### config.mk
export PLATFORM = sky130hd
export DESIGN_NAME = mnist_layer_sequencer
export DESIGN_NICKNAME = d
export VERILOG_FILES = /design/src/rtl/mnist_layer_sequencer_pkg.sv /design/src/rtl/mnist_layer_sequencer_valid_delay.sv /design/src/rtl/mnist_layer_sequencer.sv
export SDC_FILE = /design/constraint.sdc
export NUM_CORES = 1
export LEC_CHECK = 0
export BUFFER_PORTS_ARGS = -buffer_cell sky130_fd_sc_hd__buf_2
export CORE_UTILIZATION = 47
export DETAILED_ROUTE_END_ITERATION = 6
export PLACE_DENSITY = 0.82
export SETUP_SLACK_MARGIN = 0.4
export SYNTH_ARGS = -nofsm -noshare
export SYNTH_HDL_FRONTEND = slang
export SYNTH_SLANG_ARGS = --single-unit
### constraint.sdc
create_clock -name clk_i -period 2 [get_ports clk_i]
set_clock_uncertainty 0.05 [all_clocks]
set_input_delay 0.3 -clock clk_i [delete_from_list [all_inputs] [get_ports clk_i]]
set_output_delay 0.3 -clock clk_i [all_outputs]
set_load 0.05 [all_outputs]
### src/rtl/mnist_layer_sequencer_pkg.sv
// Shared definitions for the MNIST layer sequencer: default layer geometry
// and the sequencer FSM state encoding.
package mnist_layer_sequencer_pkg;

  localparam int unsigned N_IN_DEFAULT    = 784;
  localparam int unsigned N_OUT_DEFAULT   = 10;
  localparam int unsigned MEM_LAT_DEFAULT = 1;

  typedef enum logic [2:0] {
    ST_IDLE  = 3'd0,
    ST_CLEAR = 3'd1,
    ST_FEED  = 3'd2,
    ST_DRAIN = 3'd3,
    ST_WRITE = 3'd4,
    ST_DONE  = 3'd5
  } state_e;

endpackage

### src/rtl/mnist_layer_sequencer_valid_delay.sv
// Issue-flag delay line: matches the xmem/wmem read latency so that the MAC
// enable lines up with the data the addresses fetched. Flushable on abort.
module mnist_layer_sequencer_valid_delay #(
  parameter int unsigned DEPTH = 1
) (
  input  logic clk_i,
  input  logic rst_ni,
  input  logic flush_i,
  input  logic valid_i,
  output logic valid_o
);

  logic [DEPTH-1:0] stage_q;

  // Shift the issue flag one stage per cycle; a flush empties every stage at once.
  always_ff @(posedge clk_i or negedge rst_ni) begin
    if (!rst_ni) begin
      stage_q <= '0;
    end else if (flush_i) begin
      stage_q <= '0;
    end else begin
      stage_q[0] <= valid_i;
      for (int k = 1; k < int'(DEPTH); k++) begin
        stage_q[k] <= stage_q[k-1];
      end
    end
  end

  assign valid_o = stage_q[DEPTH-1];

endmodule

### src/rtl/mnist_layer_sequencer.sv
// Sequences one fully-connected layer over a single shared MAC: walks every
// neuron across every input, drives xmem/wmem addresses, strobes the MAC and
// writes each finished accumulator into the result bank.
module mnist_layer_sequencer
  import mnist_layer_sequencer_pkg::*;
#(
  parameter int unsigned N_IN     = N_IN_DEFAULT,
  parameter int unsigned N_OUT    = N_OUT_DEFAULT,
  parameter int unsigned X_ADDR_W = 10,
  parameter int unsigned W_ADDR_W = 13,
  parameter int unsigned IDX_W    = 4,
  parameter int unsigned MEM_LAT  = MEM_LAT_DEFAULT,
  parameter int unsigned ACC_W    = 32
) (
  input  logic                clk_i,
  input  logic                rst_ni,
  input  logic                start_i,
  input  logic                abort_i,
  output logic                busy_o,
  output logic                done_o,
  output logic [X_ADDR_W-1:0] x_addr_o,
  output logic [W_ADDR_W-1:0] w_addr_o,
  output logic                mac_clr_o,
  output logic                mac_en_o,
  input  logic [ACC_W-1:0]    acc_in_i,
  output logic                res_we_o,
  output logic [IDX_W-1:0]    res_idx_o,
  output logic [ACC_W-1:0]    res_data_o
);

  localparam int unsigned DRAIN_W = (MEM_LAT > 1) ? $clog2(MEM_LAT) : 1;

  localparam logic [X_ADDR_W-1:0] X_LAST     = X_ADDR_W'(N_IN - 1);
  localparam logic [IDX_W-1:0]    IDX_LAST   = IDX_W'(N_OUT - 1);
  localparam logic [DRAIN_W-1:0]  DRAIN_LAST = DRAIN_W'(MEM_LAT - 1);

  state_e               state_q;
  logic                 busy_q;
  logic                 done_q;
  logic                 mac_clr_q;
  logic                 res_we_q;
  logic [X_ADDR_W-1:0]  x_addr_q;
  logic [W_ADDR_W-1:0]  w_addr_q;
  logic [IDX_W-1:0]     neuron_q;
  logic [DRAIN_W-1:0]   drain_q;

  logic                 flush;
  logic                 issue;

  // Abort only matters once a run is in flight; in IDLE it also suppresses start.
  assign flush = abort_i && (state_q != ST_IDLE);
  assign issue = (state_q == ST_FEED);

  // Main sequencer FSM; every strobe and address is registered alongside the state.
  always_ff @(posedge clk_i or negedge rst_ni) begin
    if (!rst_ni) begin
      state_q   <= ST_IDLE;
      busy_q    <= 1'b0;
      done_q    <= 1'b0;
      mac_clr_q <= 1'b0;
      res_we_q  <= 1'b0;
      x_addr_q  <= '0;
      w_addr_q  <= '0;
      neuron_q  <= '0;
      drain_q   <= '0;
    end else if (flush) begin
      state_q   <= ST_IDLE;
      busy_q    <= 1'b0;
      done_q    <= 1'b0;
      mac_clr_q <= 1'b0;
      res_we_q  <= 1'b0;
      x_addr_q  <= '0;
      w_addr_q  <= '0;
      neuron_q  <= '0;
      drain_q   <= '0;
    end else begin
      mac_clr_q <= 1'b0;
      res_we_q  <= 1'b0;
      done_q    <= 1'b0;
      unique case (state_q)
        ST_IDLE: begin
          if (start_i && !abort_i) begin
            state_q   <= ST_CLEAR;
            busy_q    <= 1'b1;
            mac_clr_q <= 1'b1;
            neuron_q  <= '0;
            x_addr_q  <= '0;
            w_addr_q  <= '0;
          end
        end
        ST_CLEAR: begin
          state_q  <= ST_FEED;
          x_addr_q <= '0;
        end
        ST_FEED: begin
          if (x_addr_q == X_LAST) begin
            state_q <= ST_DRAIN;
            drain_q <= '0;
          end else begin
            x_addr_q <= x_addr_q + X_ADDR_W'(1);
            w_addr_q <= w_addr_q + W_ADDR_W'(1);
          end
        end
        ST_DRAIN: begin
          if (drain_q == DRAIN_LAST) begin
            state_q  <= ST_WRITE;
            res_we_q <= 1'b1;
          end else begin
            drain_q <= drain_q + DRAIN_W'(1);
          end
        end
        ST_WRITE: begin
          if (neuron_q == IDX_LAST) begin
            state_q <= ST_DONE;
            done_q  <= 1'b1;
          end else begin
            state_q   <= ST_CLEAR;
            mac_clr_q <= 1'b1;
            neuron_q  <= neuron_q + IDX_W'(1);
            x_addr_q  <= '0;
            w_addr_q  <= w_addr_q + W_ADDR_W'(1);
          end
        end
        ST_DONE: begin
          state_q <= ST_IDLE;
          busy_q  <= 1'b0;
        end
        default: begin
          state_q <= ST_IDLE;
          busy_q  <= 1'b0;
        end
      endcase
    end
  end

  mnist_layer_sequencer_valid_delay #(
    .DEPTH (MEM_LAT)
  ) u_valid_delay (
    .clk_i   (clk_i),
    .rst_ni  (rst_ni),
    .flush_i (flush),
    .valid_i (issue),
    .valid_o (mac_en_o)
  );

  assign busy_o     = busy_q;
  assign done_o     = done_q;
  assign mac_clr_o  = mac_clr_q;
  assign res_we_o   = res_we_q;
  assign x_addr_o   = x_addr_q;
  assign w_addr_o   = w_addr_q;
  assign res_idx_o  = neuron_q;
  assign res_data_o = res_we_q ? acc_in_i : '0;

endmodule
; Word level (Yosys, flattened, before mapping)
; Index checks and enable logic that the tools add are counted.
; W data, S select, Z words.
[classes]
n_addsub = 4
n_eq_ne = 12
n_mux = 39
n_reduce_logical = 16
[op_table]
columns = operator, n
row1 = $mux W13, 4
row2 = $mux W10, 4
row3 = $pmux W10 S4, 1
row4 = $pmux W13 S3, 1
row5 = $mux W32, 1
row6 = $mux W1, 15
row7 = $mux W3, 5
row8 = $ne A3 B3 Y1 const B, 5
row9 = $pmux W3 S5, 1
row10 = $add A13 B1 Y13 const B, 1
row11 = $mux W4, 3
row12 = $add A10 B1 Y10 const B, 1
row13 = $eq A10 B10 Y1 const B, 1
row14 = $reduce_bool A3 Y1, 3
row15 = $pmux W4 S2, 1
row16 = $reduce_and A4 Y1, 2
row17 = $eq A3 B2 Y1 const B, 2
row18 = $pmux W1 S2, 3
row19 = $reduce_and A3 Y1, 2
row20 = $reduce_bool A5 Y1, 1
row21 = $add A4 B1 Y4 const B, 1
row22 = $eq A4 B4 Y1 const B, 1
row23 = $reduce_and A2 Y1, 2
row24 = $reduce_bool A4 Y1, 1
row25 = other kinds (8), 9
[word_totals]
reg_bits = 36
in_bits = 36
elab_cells = 81

; Depth between registers and ports, before layout
; Gate-level depths: netlist of the first run.
[logic_depth]
depth_word = 5
mapped_depth = 8
mapped_depth_nobuf = 7

; Cells and area by module
; A second synthesis of the first run with hierarchy kept.
[hier_totals]
hier_cells = 234
area_unflattened_um2 = 2175.8
[modules_own_cells]
columns = mod, n_inst, cells_per_inst, area_each_um2, seq_area_each_um2
row1 = mnist_layer_sequencer, 1, 232, 2137.0, 850.8
row2 = mnist_layer_sequencer_valid_delay, 1, 2, 38.8, 25.0

; Least setup slack after synthesis of the first run
; No wires, ideal clock.
[synth_path]
kind = register to register
from = reg neuron_q[1], in the netlist res_idx_o[1]
to = reg w_addr_q[3], in the netlist w_addr_o[3]
setup_time_ps = 67
arrival_ps = 2029
path_slack_ps = -147
stages_incl_launch_ff = 9
path_buffers = 1
period_less_slack_ps = 2147
path_cell_list = dfrtp_1 > inv_1 > ha_1 > and3b_1 > a22oi_4 > nand4_2 > buf_2 > or3b_1 > nand2_1
[synth_via]
elab_chain_len = 3
[synth_lines]
columns = element, line_no
row1 = start: declaration, mnist_layer_sequencer.sv:44  ; logic [IDX_W-1:0] neuron_q;
row2 = start signal: assignment, mnist_layer_sequencer.sv:119  ; neuron_q <= neuron_q + IDX_W'(1);
row3 = $eq A4 B4 Y1, mnist_layer_sequencer.sv:113  ; if (neuron_q == IDX_LAST) begin
row4 = $ne A3 B3 Y1 (no line), --
row5 = $reduce_and A4 Y1 (no line), --
row6 = end signal: assignment, mnist_layer_sequencer.sv:101  ; w_addr_q <= w_addr_q + W_ADDR_W'(1);
row7 = end signal: assignment, mnist_layer_sequencer.sv:121  ; w_addr_q <= w_addr_q + W_ADDR_W'(1);
row8 = end: declaration, mnist_layer_sequencer.sv:43  ; logic [W_ADDR_W-1:0] w_addr_q;
; No other way between the ends.
; A chain may end at the register's enable or synchronous reset.

; Worst setup path in the final report of the first run
[layout_path]
from = reg neuron_q[0], in the netlist res_idx_o[0]
to = reg w_addr_q[11], in the netlist w_addr_o[11]
; The elaborated chain is that of the path after synthesis.

==> flow_metrics.env, run 1 <==
export IMPL_cp_data_arrival_time_ps=1920
export IMPL_cp_max_fo=7
export IMPL_grt_max_degree=36
export IMPL_ctsLongestPathBuffers=2
export IMPL_rsz0062_at_grt="yes"
export IMPL_synthDistinctLibCells=39
export IMPL_clock_latency_ps=290
export IMPL_start_util=0.487
export IMPL_drc=0
export IMPL_worst_pin_slew_ps=766
export IMPL_cts_tree="yes"
export IMPL_cp_cell_sequence="ha_4, and3b_2, a22oi_4, buf_4, o211ai_2, nand2_1, o311ai_2"
export IMPL_die_area_sq_um=4790
export IMPL_slew_headroom=0.489
export IMPL_slowest_stage="dfrtp_2"
export IMPL_drive_gt1_frac=0.558
export IMPL_htree_levels=2
export IMPL_io_pins=100
export IMPL_diodes=0
export IMPL_synth_warnings=0
export IMPL_io_buffers=99
export IMPL_start_kind="flip-flop"
export IMPL_fin_tns_setup_ps=0
export IMPL_period_share=0.910
export IMPL_syn_area_sq_um=2120
export IMPL_critPathKind="flip-flop to flip-flop"
export IMPL_grt_util_all_layers=0.250
export IMPL_outcome="completed"
export IMPL_holdWs_ps=31.3
export IMPL_core_area_sq_um=4350
export IMPL_numCtsBuffers=5
export IMPL_firstDrtPassIters=4
export IMPL_synth_top_area_frac=0.413
export IMPL_yosysTopAreaCell="dfrtp_1"
export IMPL_area_growth_pct=53.7
export IMPL_rows=24
export IMPL_syn_mean_instance_area_sq_um=8.69
export IMPL_clkTransAtPathRegs_ps=70
export IMPL_antenna_found_initial=0
export IMPL_setup_viol=0
export IMPL_overflow=0
export IMPL_p_leak_nw=1.62
export IMPL_peakVddDrop_mv=0.723
export IMPL_antenna_left=0
export IMPL_worstPathRequired_ps=2110
export IMPL_die_y_um=69.2
export IMPL_ys_ff_latch=35
export IMPL_ys_seq_area_frac=0.413
export IMPL_hold_viol_final=0
export IMPL_die_x_um=69.2
export IMPL_yosys_top_cells_area="dfrtp_1 (41%), and2_1 (9.7%), o21ai_0 (7.6%), nand2_1 (5.0%), nand3_1 (3.5%)"
export IMPL_dpl_hpwl_um=3850
export IMPL_final_nets=403
export IMPL_period_minus_slack_ps=1820
export IMPL_cp_slowest_stage_delay_ps=420
export IMPL_initialDrtViolationCount=179
export IMPL_slew_viol_final=0
export IMPL_syn_inst=244
export IMPL_synth_nets=284
export IMPL_vias=2322
export IMPL_maxCapViolCount=0
export IMPL_viasPerCell=5.58
export IMPL_clock_sinks=35
export IMPL_gp_congestion=0.883
export IMPL_wl_um=5900
export IMPL_critPathCaptureType="flip-flop"
export IMPL_hold_class="primary input to async pin"
export IMPL_p_per_area_nw_per_um2=568
export IMPL_cts_root_buf="clkbuf_8"
export IMPL_max_freq_mhz=550
export IMPL_grt_pass1_vias=2122
export IMPL_wl_per_cell_um=14.2
export IMPL_total_power_mw=1.85
export IMPL_grt_pass1_wl_um=9650
final cells by class:
| type | count | area, sq um |
|---|---|---|
| clock buffers | 6 | 72.6 |
| clock inverters | 2 | 60.1 |
| fillers | 316 | 1090 |
| inverters | 1 | 3.75 |
| multi-input cells | 198 | 1400 |
| flip-flops and latches | 35 | 896 |
| well taps | 52 | 65.1 |
| repair buffers | 122 | 767 |
routing by layer:
metal  vias up  part of all wire  GRT usage
met2        96              0.54      0.450
met1      1103              0.39      0.295
met3         7             0.058     0.0567
li1       1116                 -          -
met5         -                 0          0
met4         0             0.011     0.0771
registers in the layout, indices dropped and copies added (netlist names):
register	cells
x_addr_o	10
done_o	1
res_we_o	1
u_valid_delay.valid_o	1
res_idx_o	4
busy_o	1
w_addr_o	13
mac_clr_o	1
state_q	3
layout by cell type (no fill, tap or decap), types with 13 or more instances in the layout:
| cell | synthesis | final |
|---|---|---|
| dfrtp_2 | 0 | 16 |
| nand3_1 | 15 | 13 |
| o21ai_0 | 32 | 13 |
| nor2_1 | 17 | 17 |
| o21ai_1 | 0 | 16 |
| buf_4 | 0 | 23 |
| buf_2 | 4 | 82 |
| nand2_1 | 28 | 26 |
| buf_6 | 2 | 16 |
| and2_2 | 0 | 30 |
| dfrtp_1 | 35 | 19 |
power by group:
part / internal, mW / switching (mW)
clock network: 0.498 / 0.251
logic: 0.132 / 0.217
registers: 0.727 / 0.0273
total: 1.36 / 0.495
cells by family after synthesis:
family / count (synthesis) / share of synthesized area
simple gates: 133 / 0.355
fa+ha+maj: 4 / 0.0236
buf+inv: 12 / 0.0307
xor+xnor: 3 / 0.0124
compound gates: 57 / 0.166
flops: 35 / 0.413
timing repair:
item | CTS | global route
endpoints found under the setup margin | 60 | 55
hold buffers | 0 | 0
resized for setup | 25 | 67
cloned | 0 | 1
buffers inserted | 16 | 1
pin swaps | 12 | 12
path summary, 6_finish.rpt:
path	from	end	slack, ps	cells after the start
hold / removal	rst_ni	w_addr_o[12]	30	1
setup reg to reg	res_idx_o[0]	w_addr_o[11]	180	7
min in group clk_i	start_i	mac_clr_o	320	3
hold reg to reg	w_addr_o[12]	w_addr_o[12]	430	1
max in group asynchronous	rst_ni	x_addr_o[6]	1320	1
setup / recovery	res_idx_o[0]	w_addr_o[11]	180	7
worst max-delay path, delay by kind of cell, from the launching register on:
| family | cells | cell delay (ps) |
|---|---|---|
| compound gates | 3 | 510 |
| buf+inv | 1 | 180 |
| simple gates | 2 | 370 |
| flops | 1 | 420 |
| fa+ha+maj | 1 | 160 |
synth_stat cells (all sizes together):
| library cell | count |
|---|---|
| clkbuf | 5 |
| nand2b | 4 |
| a22oi | 1 |
| xnor2 | 1 |
| a21boi | 1 |
| nand3 | 15 |
| nor2 | 18 |
| or3b | 1 |
| o311ai | 1 |
| and3 | 6 |
| and3b | 1 |
| a22o | 1 |
| nand3b | 2 |
| or4 | 3 |
| inv | 1 |
| nor3 | 6 |
| nor4b | 2 |
| o21ai | 32 |
| buf | 6 |
| a31oi | 8 |
| o211ai | 1 |
| o31ai | 5 |
| ha | 4 |
| and2 | 34 |
| nand4 | 6 |
| nand2 | 28 |
| dfrtp | 35 |
| a41oi | 2 |
| a21o | 1 |
| nor2b | 4 |
| a21oi | 4 |
| nor3b | 1 |
| xor2 | 2 |
| and4b | 2 |
through the flow:
| step | cells | setup WS (ps) | util | instance area [sq um] |
|---|---|---|---|---|
| floorplan | 244 | 27.4 | - | 2200 |
| global route | 416 | 111 | 0.749 | 3260 |
| CTS | 414 | 160 | 0.711 | 3090 |
| finish | 416 | 181 | 0.749 | 3260 |
| detailed placement | 390 | 86.9 | 0.628 | 2730 |
| global placement | 390 | 171 | 0.628 | 2730 |
Note: power is estimated with default switching activity, not from simulation.
==> run 2: changes to the inputs <==
CORE_UTILIZATION = 48   (was 47)
CTS_BUF_LIST = sky130_fd_sc_hd__clkbuf_2   (was default)
PLACE_DENSITY = 0.83   (was 0.82)
==> run 2 against run 1 <==
The flow now finishes with violations (setup timing). Highest routed layer unchanged. Sequential share of layout area decreased by 4.2 points. Combinational power increased by 42%. Clock power decreased by 53%. Utilization increased by 19 points. Worst hold slack improved by 280 ps. Maximum frequency decreased by 11%.
==> flow_metrics.env, run 2 (synthesized netlist as in run 1, its figures left out) <==
export IMPL_holdWs_ps=312
export IMPL_outcome="finished, violations left"
export IMPL_wl_per_cell_um=25.3
export IMPL_intPower_mw=1.02
export IMPL_cts_tree="yes"
export IMPL_worst_pin_slew_ps=799
export IMPL_violations="setup timing"
export IMPL_start_kind="flip-flop"
export IMPL_io_pins=100
export IMPL_p_sw_mw=0.586
export IMPL_p_comb_frac=0.308
export IMPL_vias=2996
export IMPL_peakVddDrop_mv=0.466
export IMPL_period_share=1.02
export IMPL_worstPathRequired_ps=2250
export IMPL_dpl_hpwl_um=3960
export IMPL_total_power_mw=1.60
export IMPL_p_per_area_nw_per_um2=414
export IMPL_grt_pass1_vias=2458
export IMPL_clkTransAtPathRegs_ps=180
export IMPL_cts_root_buf="clkbuf_2"
export IMPL_core_area_sq_um=4120
export IMPL_start_util=0.515
export IMPL_largest_reg_flops=13
export IMPL_slew_headroom=0.468
export IMPL_grt_max_degree=36
export IMPL_period_minus_slack_ps=2040
export IMPL_area_growth_pct=82.8
export IMPL_seqPwrFrac=0.473
export IMPL_stdcell_count=443
export IMPL_htree_levels=2
export IMPL_final_nets=432
export IMPL_p_leak_nw=1.83
export IMPL_critPathBufInv=1
export IMPL_cp_max_fo=7
export IMPL_antenna_left=0
export IMPL_cp_cell_sequence="ha_4, and3b_2, a22oi_4, buf_6, o211ai_4, o21ai_0, nand2_2"
export IMPL_final_common_cell="buf_2"
export IMPL_die_area_sq_um=4690
export IMPL_clockPowerShare=0.219
export IMPL_clock_sinks=35
export IMPL_slowest_stage="dfrtp_2"
export IMPL_swShare=0.365
export IMPL_die_x_um=68.5
export IMPL_antenna_found_initial=0
export IMPL_drc=0
export IMPL_cp_top_family="compound AO/OA/AOI/OAI gates"
export IMPL_die_y_um=68.5
export IMPL_initialDrtViolationCount=436
export IMPL_diodes=0
export IMPL_cp_slowest_stage_delay_ps=470
export IMPL_final_core_util=0.942
export IMPL_critPathKind="flip-flop to flip-flop"
export IMPL_hold_viol_final=0
export IMPL_cp_data_arrival_time_ps=2290
export IMPL_critPathCaptureType="flip-flop"
export IMPL_max_freq_mhz=490
export IMPL_firstDrtPassIters=5
export IMPL_ctsLongestPathBuffers=2
export IMPL_setup_ws_ps=-42.2
export IMPL_numCtsBuffers=5
export IMPL_grt_pass1_wl_um=12100
export IMPL_viasPerCell=6.76
export IMPL_grt_util_all_layers=0.357
export IMPL_setup_viol=1
export IMPL_drive_gt1_frac=0.634
export IMPL_rows=23
export IMPL_io_buffers=99
export IMPL_rsz0062_at_grt="yes"
export IMPL_place_ws_ps=109
export IMPL_slew_viol_final=0
export IMPL_hold_class="primary input to flip-flop"
export IMPL_maxCapViolCount=0
export IMPL_overflow=0
export IMPL_placed_cells=391
export IMPL_clock_latency_ps=420
export IMPL_wl_um=11200
export IMPL_gp_congestion=0.870
export IMPL_final_cell_mix="buf_2 (63), and2_4 (32), buf_8 (32), buf_4 (32), nand2_1 (26)"
run 2: tightest hold or removal path, stage by stage:
cell and delay, ps:
buf_2 100, nor2_1 90, nor3b_2 220
run 2: final timing paths:
kind | startpoint | end | slack (ps) | cells after the start
hold reg to reg | w_addr_o[12] | w_addr_o[12] | 520 | 1
max in group asynchronous | rst_ni | res_we_o | 860 | 2
setup / recovery | res_idx_o[0] | w_addr_o[7] | -40 | 7
hold / removal | start_i | mac_clr_o | 310 | 3
min in group asynchronous | rst_ni | w_addr_o[4] | 440 | 2
setup reg to reg | res_idx_o[0] | w_addr_o[7] | -40 | 7
run 2: power by group through the flow:
| stage | Sequential [mW] | Clock, mW | Combinational (mW) |
|---|---|---|---|
| after global routing | 0.758 | 0.370 | 0.514 |
| after global placement | 0.766 | 0 | 0.269 |
| final | 0.758 | 0.351 | 0.495 |
| after floorplan | 0.803 | 0 | 0.148 |
| after detailed placement | 0.767 | 0 | 0.273 |
| after CTS | 0.751 | 0.329 | 0.380 |
run 2: timing repair:
action	4_1_cts	5_1_grt
resized for setup	141	81
hold endpoints to repair	35	0
pin swaps	11	15
cloned	3	0
hold buffers	1	0
setup endpoints to repair	60	68
buffers inserted	24	16
run 2: area by class of cell:
cell class	instances	area (sq um)
Multi-Input combinational cell	198	1520
Sequential cell	35	902
Clock buffer	6	30.0
Inverter	1	3.75
Tap cell	50	62.6
Timing Repair Buffer	151	1350
Fill cell	122	238
Clock inverter	2	7.51
run 2: metrics by stage:
stage	TNS [ps]	area, sq um
3_5_place_dp	0	2750
3_3_place_gp	0	2750
6_report	-42.2	3880
5_1_grt	-304	3880
4_1_cts	0	3500
2_1_floorplan	0	2200
run 2: per-layer routing:
layer | global-route usage | vias up | wire (um)
met1 | 0.384 | 1389 | 3590
met2 | 0.621 | 328 | 5310
met4 | 0.198 | 0 | 914
li1 | - | 1167 | -
met3 | 0.103 | 112 | 1400
met5 | 0 | - | 0
==> run 3: changes to the inputs <==
CORE_ASPECT_RATIO = 1.25   (was default)
==> run 3 against run 2 <==
The run now ends clean. First-iteration DRC count down 54%. Sequential share of layout area grew 1.5 points. Die area about the same. Combinational power decreased by 16%. Maximum frequency grew 5.0%. Non-clock buffer count decreased by 18. Critical endpoint is now w_addr_o[3]. Wire length shrank 19%. Sequential power about the same. Worst setup slack improved by 96 ps. Via count fell by 12%. Worst hold slack worse by 83 ps. Critical path depth is 1 lower. Largest cell class unchanged.
==> flow_metrics.env, run 3 (synthesized netlist as in run 1, its figures left out) <==
export IMPL_grt_max_degree=36
export IMPL_fin_tns_setup_ps=0
export IMPL_start_util=0.509
export IMPL_antenna_left=0
export IMPL_slowest_stage="dfrtp_2"
export IMPL_wl_per_cell_um=21.1
export IMPL_drive_gt1_frac=0.579
export IMPL_cts_root_buf="clkbuf_2"
export IMPL_hold_class="primary input to flip-flop"
export IMPL_outcome="completed"
export IMPL_gp_congestion=0.826
export IMPL_clockPowerShare=0.226
export IMPL_cp_max_fo=6
export IMPL_p_leak_nw=1.73
export IMPL_diodes=0
export IMPL_firstDrtPassIters=5
export IMPL_slew_viol_final=0
export IMPL_cp_top_family="simple AND/OR/NAND/NOR gates"
export IMPL_drc=0
export IMPL_rows=26
export IMPL_largest_reg_flops=13
export IMPL_overflow=0
export IMPL_hold_viol_final=0
export IMPL_cp_data_arrival_time_ps=2230
export IMPL_clkTransAtPathRegs_ps=180
export IMPL_p_comb_frac=0.273
export IMPL_vias=2625
export IMPL_start_kind="flip-flop"
export IMPL_dpl_hpwl_um=4410
export IMPL_clock_sinks=35
export IMPL_numCtsBuffers=5
export IMPL_core_area_sq_um=4160
export IMPL_maxCapViolCount=0
export IMPL_ctsLongestPathBuffers=2
export IMPL_final_cell_mix="buf_2 (65), and2_4 (32), buf_8 (32), nand2_1 (28), buf_4 (21)"
export IMPL_initialDrtViolationCount=201
export IMPL_slew_headroom=0.645
export IMPL_swShare=0.363
export IMPL_grt_pass1_vias=2278
export IMPL_final_nets=414
export IMPL_seqPwrFrac=0.501
export IMPL_max_freq_mhz=514
export IMPL_cp_slowest_stage_delay_ps=470
export IMPL_viasPerCell=6.09
export IMPL_cp_cell_sequence="ha_4, and3b_2, a22oi_4, nand4_4, or3b_1, nand2_1"
export IMPL_io_buffers=99
export IMPL_worstPathRequired_ps=2280
export IMPL_wl_um=9080
export IMPL_die_y_um=76.3
export IMPL_period_share=0.973
export IMPL_setup_viol=0
export IMPL_die_x_um=61.5
export IMPL_rsz0062_at_grt="yes"
export IMPL_p_sw_mw=0.551
export IMPL_final_core_util=0.874
export IMPL_critPathKind="flip-flop to flip-flop"
export IMPL_critPathBufInv=0
export IMPL_cts_tree="yes"
export IMPL_period_minus_slack_ps=1950
export IMPL_die_area_sq_um=4690
export IMPL_antenna_found_initial=0
export IMPL_htree_levels=2
export IMPL_critPathCaptureType="flip-flop"
export IMPL_area_growth_pct=71.6
export IMPL_io_pins=100
export IMPL_worst_pin_slew_ps=533
export IMPL_p_per_area_nw_per_um2=416
export IMPL_final_common_cell="buf_2"
export IMPL_peakVddDrop_mv=0.427
export IMPL_grt_pass1_wl_um=11000
export IMPL_intPower_mw=0.965
export IMPL_grt_util_all_layers=0.319
export IMPL_clock_latency_ps=430
[run 3: per-layer routing]
| layer | GRT usage | share of wire | wire length, um |
|---|---|---|---|
| met1 | 0.373 | 0.35 | 3150 |
| met2 | 0.560 | 0.50 | 4540 |
| met3 | 0.0747 | 0.11 | 970 |
| met4 | 0.0933 | 0.046 | 420 |
| met5 | 0 | 0 | 0 |
[run 3: repair_timing]
action,in CTS,in global routing
pin swaps,8,14
hold endpoints to repair,35,0
buffers inserted,14,8
hold buffers,1,0
gates cloned,3,2
endpoints found under the setup margin,60,67
resized for setup,110,80
[run 3: path summary, 6_finish.rpt]
kind,from,slack [ps],end,cells past startpoint
worst max-delay path,res_idx_o[0],50,w_addr_o[3],6
worst max register to register,res_idx_o[0],50,w_addr_o[3],6
max in group asynchronous,rst_ni,1380,x_addr_o[5],3
worst min register to register,x_addr_o[9],480,x_addr_o[9],1
worst min-delay path,start_i,230,mac_clr_o,3
min in group asynchronous,rst_ni,270,w_addr_o[2],3
[run 3: power by group through the flow]
stage / clock (mW) / sequential (mW) / combinational, mW
final: 0.342 / 0.759 / 0.414
after global routing: 0.372 / 0.761 / 0.434
after CTS: 0.335 / 0.757 / 0.349
after detailed placement: 0 / 0.769 / 0.276
after global placement: 0 / 0.767 / 0.272
after floorplan: 0 / 0.803 / 0.148
[run 3: cell type report]
class / instances / area, sq um
multi-input cells: 198 / 1440
repair buffers: 133 / 1190
flip-flops and latches: 35 / 901
fillers: 194 / 526
well taps: 56 / 70.1
clock buffers: 5 / 25.0
clock inverters: 3 / 15.0
inverters: 1 / 3.75
[run 3: stage by stage]
stage	setup slack (ps)	instance area, sq um	hold slack [ps]	std cells	power, mW
finish	54.1	3640	230	431	1.52
global route	23.5	3640	206	431	1.57
CTS	199	3340	206	421	1.44
detailed placement	104	2760	225	395	1.04
global placement	140	2760	223	395	1.04
floorplan	27.4	2200	-45.6	244	0.951
[run 3: worst register-to-register path, cell delays in order, from the launching register on]
cell,delay [ps]
dfrtp_2,470
ha_4,160
and3b_2,230
a22oi_4,290
nand4_4,180
or3b_1,430
nand2_1,80
